### config.mk
export PLATFORM = sky130hd
export DESIGN_NAME = freq_m_ctrl
export DESIGN_NICKNAME = d
export VERILOG_FILES = /design/src/rtl/freq_m_ctrl.sv
export SDC_FILE = /design/constraint.sdc
export NUM_CORES = 1
export LEC_CHECK = 0
export ABC_CLOCK_PERIOD_IN_PS = 5700
export CAP_MARGIN = 10
export CORE_ASPECT_RATIO = 1.25
export CORE_MARGIN = 8
export CORE_UTILIZATION = 41
export CTS_CLUSTER_SIZE = 12
export DETAILED_ROUTE_END_ITERATION = 10
export GPL_TIMING_DRIVEN = 0
export MAX_ROUTING_LAYER = met4
export RECOVER_POWER = 100
export SYNTH_ARGS = -nofsm -noshare
export SYNTH_HDL_FRONTEND = slang
export SYNTH_SLANG_ARGS = --single-unit
### constraint.sdc
create_clock -name clk_base -period 5.7 [get_ports clk_base]
set_input_delay 0.57 -clock clk_base [delete_from_list [all_inputs] [get_ports clk_base]]
set_output_delay 0.57 -clock clk_base [all_outputs]
set_load 0.02 [all_outputs]
### src/rtl/freq_m_ctrl.sv
// Gate-time frequency measurement controller: clears, gates and samples an external counter, scaling to Hz.
// Optional overflow reporting is enabled with the FREQ_M_CTRL_OVF_EN macro.
module freq_m_ctrl #(
    parameter int unsigned FREQ_BASE     = 200_000_000,
    parameter int unsigned CLR_CYCLES    = 4,
    parameter int unsigned SETTLE_CYCLES = 4
) (
    input  logic        clk_base,
    input  logic        rst_n,
    input  logic        start,
    input  logic        cont_mode,
    input  logic        abort,
    input  logic [1:0]  gate_sel,
    input  logic [31:0] cnt_in,
    input  logic        ovf_in,
    input  logic        result_ack,
    output logic        cnt_clr,
    output logic        gate,
    output logic        busy,
    output logic [31:0] result,
    output logic        result_valid,
    output logic        overrun
`ifdef FREQ_M_CTRL_OVF_EN
    ,
    output logic        ovf
`endif
);

    typedef enum logic [2:0] {
        S_IDLE, S_CLEAR, S_GATE, S_SETTLE, S_CAPTURE, S_DONE
    } state_t;

    state_t      state_q, state_d;
    logic [31:0] phase_q, phase_d;
    logic [31:0] gate_len_q;
    logic [1:0]  sel_q;
    logic        enter_clear;
    logic        capture;
    logic [38:0] scaled;
    logic        saturate;

    // NOTE: every always_comb output gets a default first so no path leaves it unassigned (no latch).
    always_comb begin
        state_d     = state_q;
        phase_d     = phase_q;
        enter_clear = 1'b0;
        unique case (state_q)
            S_IDLE: begin
                if ((start || cont_mode) && !abort) begin
                    state_d     = S_CLEAR;
                    phase_d     = 32'(CLR_CYCLES - 1);
                    enter_clear = 1'b1;
                end
            end
            S_CLEAR: begin
                if (phase_q == '0) begin
                    state_d = S_GATE;
                    phase_d = gate_len_q - 32'd1;
                end else begin
                    phase_d = phase_q - 32'd1;
                end
            end
            S_GATE: begin
                if (phase_q == '0) begin
                    state_d = S_SETTLE;
                    phase_d = 32'(SETTLE_CYCLES - 1);
                end else begin
                    phase_d = phase_q - 32'd1;
                end
            end
            S_SETTLE: begin
                if (phase_q == '0) state_d = S_CAPTURE;
                else               phase_d = phase_q - 32'd1;
            end
            S_CAPTURE: state_d = S_DONE;
            S_DONE: begin
                if (cont_mode) begin
                    state_d     = S_CLEAR;
                    phase_d     = 32'(CLR_CYCLES - 1);
                    enter_clear = 1'b1;
                end else begin
                    state_d = S_IDLE;
                end
            end
            default: state_d = S_IDLE;
        endcase
        // Abort overrides any progress and also suppresses a pending capture.
        if (abort && state_q != S_IDLE) begin
            state_d     = S_IDLE;
            phase_d     = '0;
            enter_clear = 1'b0;
        end
    end

    // NOTE: sequential state uses non-blocking assignments so all flops update from pre-edge values.
    always_ff @(posedge clk_base) begin
        if (!rst_n) begin
            state_q    <= S_IDLE;
            phase_q    <= '0;
            gate_len_q <= '0;
            sel_q      <= '0;
        end else begin
            state_q <= state_d;
            phase_q <= phase_d;
            if (enter_clear) begin
                unique case (gate_sel)
                    2'd1:    begin gate_len_q <= 32'(FREQ_BASE / 10);  sel_q <= 2'd1; end
                    2'd2:    begin gate_len_q <= 32'(FREQ_BASE / 100); sel_q <= 2'd2; end
                    default: begin gate_len_q <= 32'(FREQ_BASE);       sel_q <= 2'd0; end
                endcase
            end
        end
    end

    always_comb begin
        unique case (sel_q)
            2'd1:    scaled = {7'd0, cnt_in} * 39'd10;
            2'd2:    scaled = {7'd0, cnt_in} * 39'd100;
            default: scaled = {7'd0, cnt_in};
        endcase
    end

    assign capture = (state_q == S_CAPTURE) && !abort;
    assign cnt_clr = (state_q == S_CLEAR);
    assign gate    = (state_q == S_GATE);
    assign busy    = (state_q != S_IDLE);

`ifdef FREQ_M_CTRL_OVF_EN
    logic ovf_flag;

    always_ff @(posedge clk_base) begin
        if (!rst_n)                          ovf_flag <= 1'b0;
        else if (state_q == S_CLEAR)         ovf_flag <= 1'b0;
        else if (state_q == S_GATE && ovf_in) ovf_flag <= 1'b1;
        else if (capture)                    ovf_flag <= 1'b0;
    end

    assign saturate = (|scaled[38:32]) || ovf_flag;
`else
    logic unused_ovf_in;

    assign unused_ovf_in = ovf_in;
    assign saturate      = |scaled[38:32];
`endif

    // Capture beats a same-cycle acknowledge.
    always_ff @(posedge clk_base) begin
        if (!rst_n) begin
            result       <= '0;
            result_valid <= 1'b0;
            overrun      <= 1'b0;
`ifdef FREQ_M_CTRL_OVF_EN
            ovf          <= 1'b0;
`endif
        end else if (capture) begin
            result       <= saturate ? 32'hFFFF_FFFF : scaled[31:0];
            result_valid <= 1'b1;
            if (result_valid && !result_ack) overrun <= 1'b1;
`ifdef FREQ_M_CTRL_OVF_EN
            if (ovf_flag) ovf <= 1'b1;
`endif
        end else if (result_ack) begin
            result_valid <= 1'b0;
            overrun      <= 1'b0;
`ifdef FREQ_M_CTRL_OVF_EN
            ovf          <= 1'b0;
`endif
        end
    end

endmodule

Yosys cells after proc, flatten, opt, wreduce, memory -nomap -nowiden
Index checks and enable logic that the tools add are counted.

storage, ports and cells
  bits in read-only memories = 0
  register bits after elaboration = 103
  latch bits = 0
  memories = 0
  memory bits (writable) = 0
  output and inout bits = 37

cells by class
  shift operators = 0
  equality and inequality tests = 16
  div/mod/pow operators = 0
  bitwise gates (word level) = 1
  multipliers = 2
  multiplexer cells = 24
  reductions and logical operators = 17
  add/subtract/negate cells = 2
  $lt $le $gt $ge = 0

operators by type and width
  kind                     number
  $mux W32                 6
  $pmux W32 S5             1
  $pmux W39 S2             1
  $sub A32 B1 Y32 const B  2
  $pmux W28 S2             1
  $mul A32 B5 Y37 const B  1
  $mul A32 B3 Y35 const B  1
  $logic_not A32 Y1        1
  $pmux W3 S6              1
  $mux W3                  4
  $mux W1                  8
  $ne A2 B2 Y1 const B     4
  $reduce_and A4 Y1        2
  $reduce_or A7 Y1         1
  $eq A3 B2 Y1 const B     2
  $eq A3 B3 Y1 const B     2
  $ne A2 B1 Y1 const B     3
  $reduce_bool A5 Y1       1
  $eq A2 B1 Y1 const B     2
  $eq A2 B2 Y1 const B     2
  $logic_and A1 B1 Y1      4
  $pmux W2 S2              1
  $eq A3 B1 Y1 const B     1
  $logic_not A3 Y1         1
  8 further kinds          9

Longest topological paths before layout
  depth in word-level cells = 5
  gate-level depth with buffers = 17
  mapped depth without buffers = 15

Least setup slack after synthesis
Ideal clock, no wire load.

  path kind = in2reg
  from = input port cnt_in[3]
  to = register result[10]
  data required time = 5.566 ns
  setup slack = 1.292 ns
  data arrival time = 4.274 ns
  buffers on the path = 1
  cell stages on the path = 16
  path through = ha_1 > ha_1 > inv_1 > fa_1 > inv_1 > ha_1 > o211ai_1 > o211a_1 > o41a_1 > o21ai_1 > a31oi_1 > xor2_1 > nand4_1 > nor3_2 > clkbuf_1 > o211ai_1

between the ends
  cells in the longest elaborated chain, start to end = 4

RTL lines
  what                                                RTL line  text
  start, declared                                     14        input logic [31:0] cnt_in,
  $mul A32 B5 Y37 or $mul A32 B3 Y35 (tied branches)  118, 117
  $pmux W39 S2 (*)                                    116       unique case (sel_q)
  $reduce_or A7 Y1                                    143       assign saturate = |scaled[38:32];
  $mux W32 (*)                                        156       result <= saturate ? 32'hFFFF_FFFF : scaled[31:0];
  end signal, assigned                                156
  end, declared                                       20        output logic [31:0] result,

Mark *: on every way between the ends. The rest lies on a longest branch, timed or not.
A chain may end at the register's enable or synchronous reset.

Final worst setup path
  from = input port cnt_in[9]
  to = register result[26]

Same word-level chain as after synthesis.

==> impl_metrics.prom <==
# TYPE chip_impl_metric gauge
chip_impl_info{name="result_of_the_run",value="completed"} 1
chip_impl_metric{name="number_of_failing_setup_endpoints_in_the_final_timing_report",unit=""} 0
chip_impl_metric{name="ys_async_sr_fraction",unit="%"} 0
chip_impl_metric{name="ctsLongestPathBuffers",unit=""} 2
chip_impl_metric{name="dpl.cell_count",unit=""} 1838
chip_impl_info{name="timing_worst_setup_path_type",value="input port to flop"} 1
chip_impl_metric{name="timing_worst_slew_pin_value",unit="ns"} 1.048
chip_impl_info{name="synth_ff_type",value="sky130_fd_sc_hd__dfxtp_1"} 1
chip_impl_metric{name="slew_viols_final",unit=""} 0
chip_impl_info{name="grt_setup_unrepaired",value="false"} 1
chip_impl_metric{name="synth_nets",unit=""} 1662
chip_impl_metric{name="max_freq",unit="MHz"} 185.3
chip_impl_metric{name="fin_tns_setup",unit="ns"} 0
chip_impl_metric{name="combinationalPowerShare",unit="%"} 68.5
chip_impl_metric{name="critPathArrivalTime",unit="ns"} 5.60
chip_impl_metric{name="detail_route.drc_violations",unit=""} 0
chip_impl_metric{name="final_critical_path_time_including_i_o_delays_and_setup",unit="ns"} 5.398
chip_impl_metric{name="post_synth_instance_area",unit="sq um"} 10710
chip_impl_info{name="cts_tree",value="done"} 1
chip_impl_metric{name="antennaDiodeCount",unit=""} 0
chip_impl_metric{name="design.die.area",unit="sq um"} 31590
chip_impl_info{name="timing.rr.start",value="phase_q[2]$_SDFFE_PP0P_"} 1
chip_impl_info{name="cpMaxStageDelayCell",value="sky130_fd_sc_hd__clkdlybuf4s50_1"} 1
chip_impl_metric{name="timing.critical_path.required",unit="ns"} 5.90
chip_impl_metric{name="grt_first_pass_wirelength",unit="microns"} 56050
chip_impl_metric{name="post-dp-hpwl",unit="microns"} 27560
chip_impl_metric{name="design.core.area",unit="sq um"} 25850
chip_impl_metric{name="sequential_cell_fraction_of_total_power",unit="%"} 17.0
chip_impl_metric{name="core.rowCount",unit=""} 66
chip_impl_metric{name="grtUsageTotal",unit="%"} 22.27
chip_impl_metric{name="via_count_of_the_first_global_routing_pass",unit=""} 10490
chip_impl_info{name="clock_root_buffer",value="sky130_fd_sc_hd__clkbuf_16"} 1
chip_impl_metric{name="ratio_of_total_power_to_cell_area",unit="nW/um^2"} 338.5
chip_impl_metric{name="clk_pin_slew_worst_paths",unit="ns"} 0.06
chip_impl_metric{name="pre_cts_slack",unit="ns"} -0.6264
chip_impl_info{name="sort_of_element_at_the_start_of_the_critical_path",value="input port"} 1
chip_impl_metric{name="drt_first_iter_violations",unit=""} 607
chip_impl_metric{name="cts_sinks",unit=""} 75
chip_impl_metric{name="dr_total_vias",unit=""} 10790
chip_impl_metric{name="syn_to_final_growth",unit="%"} 14.67
chip_impl_metric{name="grt.overflow.total",unit=""} 0
chip_impl_metric{name="route.final.wire_length",unit="microns"} 34100
chip_impl_metric{name="cts_htree_levels",unit=""} 3
chip_impl_metric{name="min_delay_path_depth",unit=""} 2
chip_impl_metric{name="start_util",unit="%"} 41.45
chip_impl_metric{name="timing_hold_violations_final",unit=""} 0
chip_impl_metric{name="fillers",unit=""} 2693
chip_impl_metric{name="multiInputGateArea",unit="sq um"} 8447
chip_impl_metric{name="grt_antenna_before_repair",unit=""} 0
chip_impl_metric{name="synth_cell_type_count",unit=""} 83
chip_impl_metric{name="fin_worst_hold_slack",unit="ns"} 0.4607
chip_impl_metric{name="pin_count",unit=""} 78
chip_impl_metric{name="die_width",unit="microns"} 160.6
chip_impl_metric{name="worstPathMaxFanout",unit=""} 10
chip_impl_metric{name="ys_seq_elements",unit=""} 75
chip_impl_metric{name="synth_cells",unit=""} 1423
chip_impl_metric{name="port_buffers",unit=""} 75
chip_impl_metric{name="synth-edff-count",unit=""} 0
chip_impl_metric{name="drive_gt1_share",unit="%"} 3.296
chip_impl_metric{name="post_drt_wl_per_cell",unit="microns"} 18.36
chip_impl_metric{name="clk_skew",unit="ns"} 0.007248
chip_impl_info{name="worst_hold_path.endpoint",value="phase_q[11]$_SDFFE_PP0P_"} 1
chip_impl_metric{name="critical-path-max-stage-delay",unit="ns"} 0.71
chip_impl_metric{name="switching_share",unit="%"} 50.92
chip_impl_metric{name="slew_headroom",unit="%"} 29.52
chip_impl_metric{name="p_leak",unit="nW"} 5.631
chip_impl_metric{name="dieHeight",unit="microns"} 196.7
chip_impl_metric{name="power.clock.fraction",unit="%"} 14.5
chip_impl_metric{name="total_net_switching_power",unit="mW"} 2.117
chip_impl_metric{name="regToRegSetupSlack",unit="ns"} 2.01
chip_impl_metric{name="detail-route-antenna-nets",unit=""} 0
chip_impl_metric{name="nets",unit=""} 1751
chip_impl_metric{name="final_cells",unit=""} 1857
chip_impl_info{name="hold_path.startpoint",value="phase_q[11]$_SDFFE_PP0P_"} 1
chip_impl_metric{name="holdBufCountCts",unit=""} 0
chip_impl_metric{name="dr.pass1.iters",unit=""} 6
chip_impl_metric{name="register_area",unit="sq um"} 1501
chip_impl_metric{name="tritoncts.num_buffers",unit=""} 9
chip_impl_metric{name="final_min_period_over_clock_period",unit="%"} 94.70
chip_impl_metric{name="mean_post_synth_cell_area",unit="sq um"} 7.528
chip_impl_info{name="crit_top_cell",value="sky130_fd_sc_hd__ha_1"} 1
chip_impl_metric{name="vias_per_cell",unit=""} 5.811
chip_impl_metric{name="worst_r2r_path_depth",unit=""} 9
chip_impl_metric{name="peakVddDrop",unit="uV"} 209.9
chip_impl_metric{name="finalWeightedCongestion",unit=""} 0.9211
chip_impl_info{name="worstPathCellList",value="clkdlybuf4s50_1, ha_1, ha_1, inv_1, fa_1, inv_1, ha_1, a21oi_1, nor2_1, a211oi_2, a31oi_1, o41ai_4, and3b_1, o31ai_4, buf_12, nor3_4, clkbuf_2, o211ai_1"} 1
chip_impl_metric{name="timing.final.ws_setup",unit="ns"} 0.3021
chip_impl_metric{name="grt_max_degree",unit=""} 15
chip_impl_info{name="r2r-end",value="phase_q[20]$_SDFFE_PP0P_"} 1
chip_impl_metric{name="seq_area_frac_synth",unit="%"} 14.02
chip_impl_metric{name="clk-insertion-delay-late",unit="ns"} 0.34
chip_impl_info{name="hold_class",value="flop to flop"} 1
chip_impl_metric{name="drv_cap",unit=""} 0
chip_impl_metric{name="intPower",unit="mW"} 2.041
chip_impl_info{name="cp-end-kind",value="flop"} 1
chip_impl_metric{name="warning_count_from_the_yosys_run",unit=""} 0
-- cells in the final DEF (no fill, tap or decap), drive strengths merged, types with 13 or more instances in the layout --
| cell type | instances |
|---|---|
| a21o | 26 |
| a21oi | 95 |
| a22oi | 20 |
| clkbuf | 71 |
| clkdlybuf4s50 | 33 |
| dfxtp | 75 |
| dlygate4sd3 | 39 |
| fa | 28 |
| ha | 170 |
| inv | 143 |
| nand2 | 143 |
| nand3 | 18 |
| nand4 | 20 |
| nor2 | 100 |
| nor3 | 30 |
| o211ai | 55 |
| o21a | 39 |
| o21ai | 82 |
| o21bai | 13 |
| o22ai | 18 |
| o31ai | 34 |
| or3 | 13 |
| xnor2 | 37 |
| xor2 | 27 |
-- sequential cells by signal (all words and copies together) (netlist names) --
signal,flops
phase_q,32
overrun,1
gate_len_q,5
state_q,3
sel_q,1
result_valid,1
result,32
-- cell usage after synthesis (28+ instances only) --
| cell | number | share of area [%] |
|---|---|---|
| sky130_fd_sc_hd__fa_1 | 28 | 5.2 |
| sky130_fd_sc_hd__inv_1 | 140 | 4.9 |
| sky130_fd_sc_hd__ha_1 | 170 | 20 |
| sky130_fd_sc_hd__nor3_1 | 28 | 1.3 |
| sky130_fd_sc_hd__nand2_1 | 143 | 5.0 |
| sky130_fd_sc_hd__o31ai_1 | 33 | 2.3 |
| sky130_fd_sc_hd__o211ai_1 | 54 | 3.8 |
| sky130_fd_sc_hd__o21ai_0 | 57 | 2.7 |
| sky130_fd_sc_hd__nor2_1 | 100 | 3.5 |
| sky130_fd_sc_hd__o21a_1 | 39 | 2.7 |
| sky130_fd_sc_hd__clkbuf_1 | 56 | 2.0 |
| sky130_fd_sc_hd__xnor2_1 | 37 | 3.0 |
| sky130_fd_sc_hd__dfxtp_1 | 75 | 14 |
| sky130_fd_sc_hd__a21oi_1 | 95 | 4.4 |
-- how the worst max path moves through the flow --
| stage | from | to | slack, ns | cells past startpoint |
|---|---|---|---|---|
| 3_5_place_dp | cnt_in[16] | result[12]$_SDFFE_PN0P_ | -0.63 | 18 |
| 3_3_place_gp | cnt_in[16] | result[7]$_SDFFE_PN0P_ | -0.62 | 18 |
| 2_1_floorplan | cnt_in[3] | result[10]$_SDFFE_PN0P_ | 1.29 | 16 |
| 4_1_cts | cnt_in[16] | result[7]$_SDFFE_PN0P_ | 0.10 | 18 |
| 6_report | cnt_in[9] | result[26]$_SDFFE_PN0P_ | 0.30 | 18 |
| 5_1_grt | cnt_in[1] | result[11]$_SDFFE_PN0P_ | 0.03 | 18 |
-- kinds of logic after synthesis --
kind of cell	Yosys count	synth area share, %
xor gates and xnor gates	64	5.232
muxes	5	0.4905
buffers and inverters	211	7.568
DFF	75	14.02
and+or+nand+nor	400	17.69
adders and majority gates	199	25.19
AOI/OAI and AO/OA	469	29.81
-- timing repair --
action | 4_1_cts | 5_1_grt
setup buffers | 2 | 2
gates resized for setup | 4 | 8
setup endpoints to repair | 20 | 20
pin swaps | 1 | 1
gates cloned | 0 | 0
-- power by group through the flow --
stage	Combinational, mW	Sequential (mW)	Clock (mW)
2_1_floorplan	2.10	0.699	0
3_3_place_gp	2.76	0.717	0
4_1_cts	2.81	0.708	0.610
6_report	2.85	0.708	0.604
5_1_grt	3.21	0.726	0.637
3_5_place_dp	2.78	0.719	0
-- critical path, delay by kind of cell --
kind | cells | cell delay, ns
and+or+nand+nor | 3 | 0.71
AOI/OAI and AO/OA | 6 | 1.59
adders and majority gates | 4 | 1.45
buffers and inverters | 5 | 1.27
-- per-layer routing --
layer	up-vias	GRT usage [%]	wire length, microns
li1	5341	-	-
met1	5122	28.10	15350
met2	290	37.50	16490
met3	38	1.983	1504
met4	0	6.207	753
met5	-	-	0
-- area by class of cell --
| type | instances | share of cell area [%] |
|---|---|---|
| plain buffers | 68 | 2.220 |
| clock buffers | 10 | 1.945 |
| clock inverters | 6 | 0.5806 |
| inverters | 142 | 4.339 |
| multi-input cells | 1137 | 68.76 |
| flip-flops and latches | 75 | 12.22 |
| well taps | 340 | 3.463 |
| repair buffers | 79 | 6.468 |
-- metrics by stage --
stage,utilization [%],area [sq um],power (mW)
after global placement,46.00,11890,3.476
after global routing,47.53,12280,4.571
after detailed placement,46.00,11890,3.496
after floorplan,-,10710,2.795
after CTS,47.37,12240,4.129
final,47.53,12280,4.158
Power figures use the tool's default switching activity.
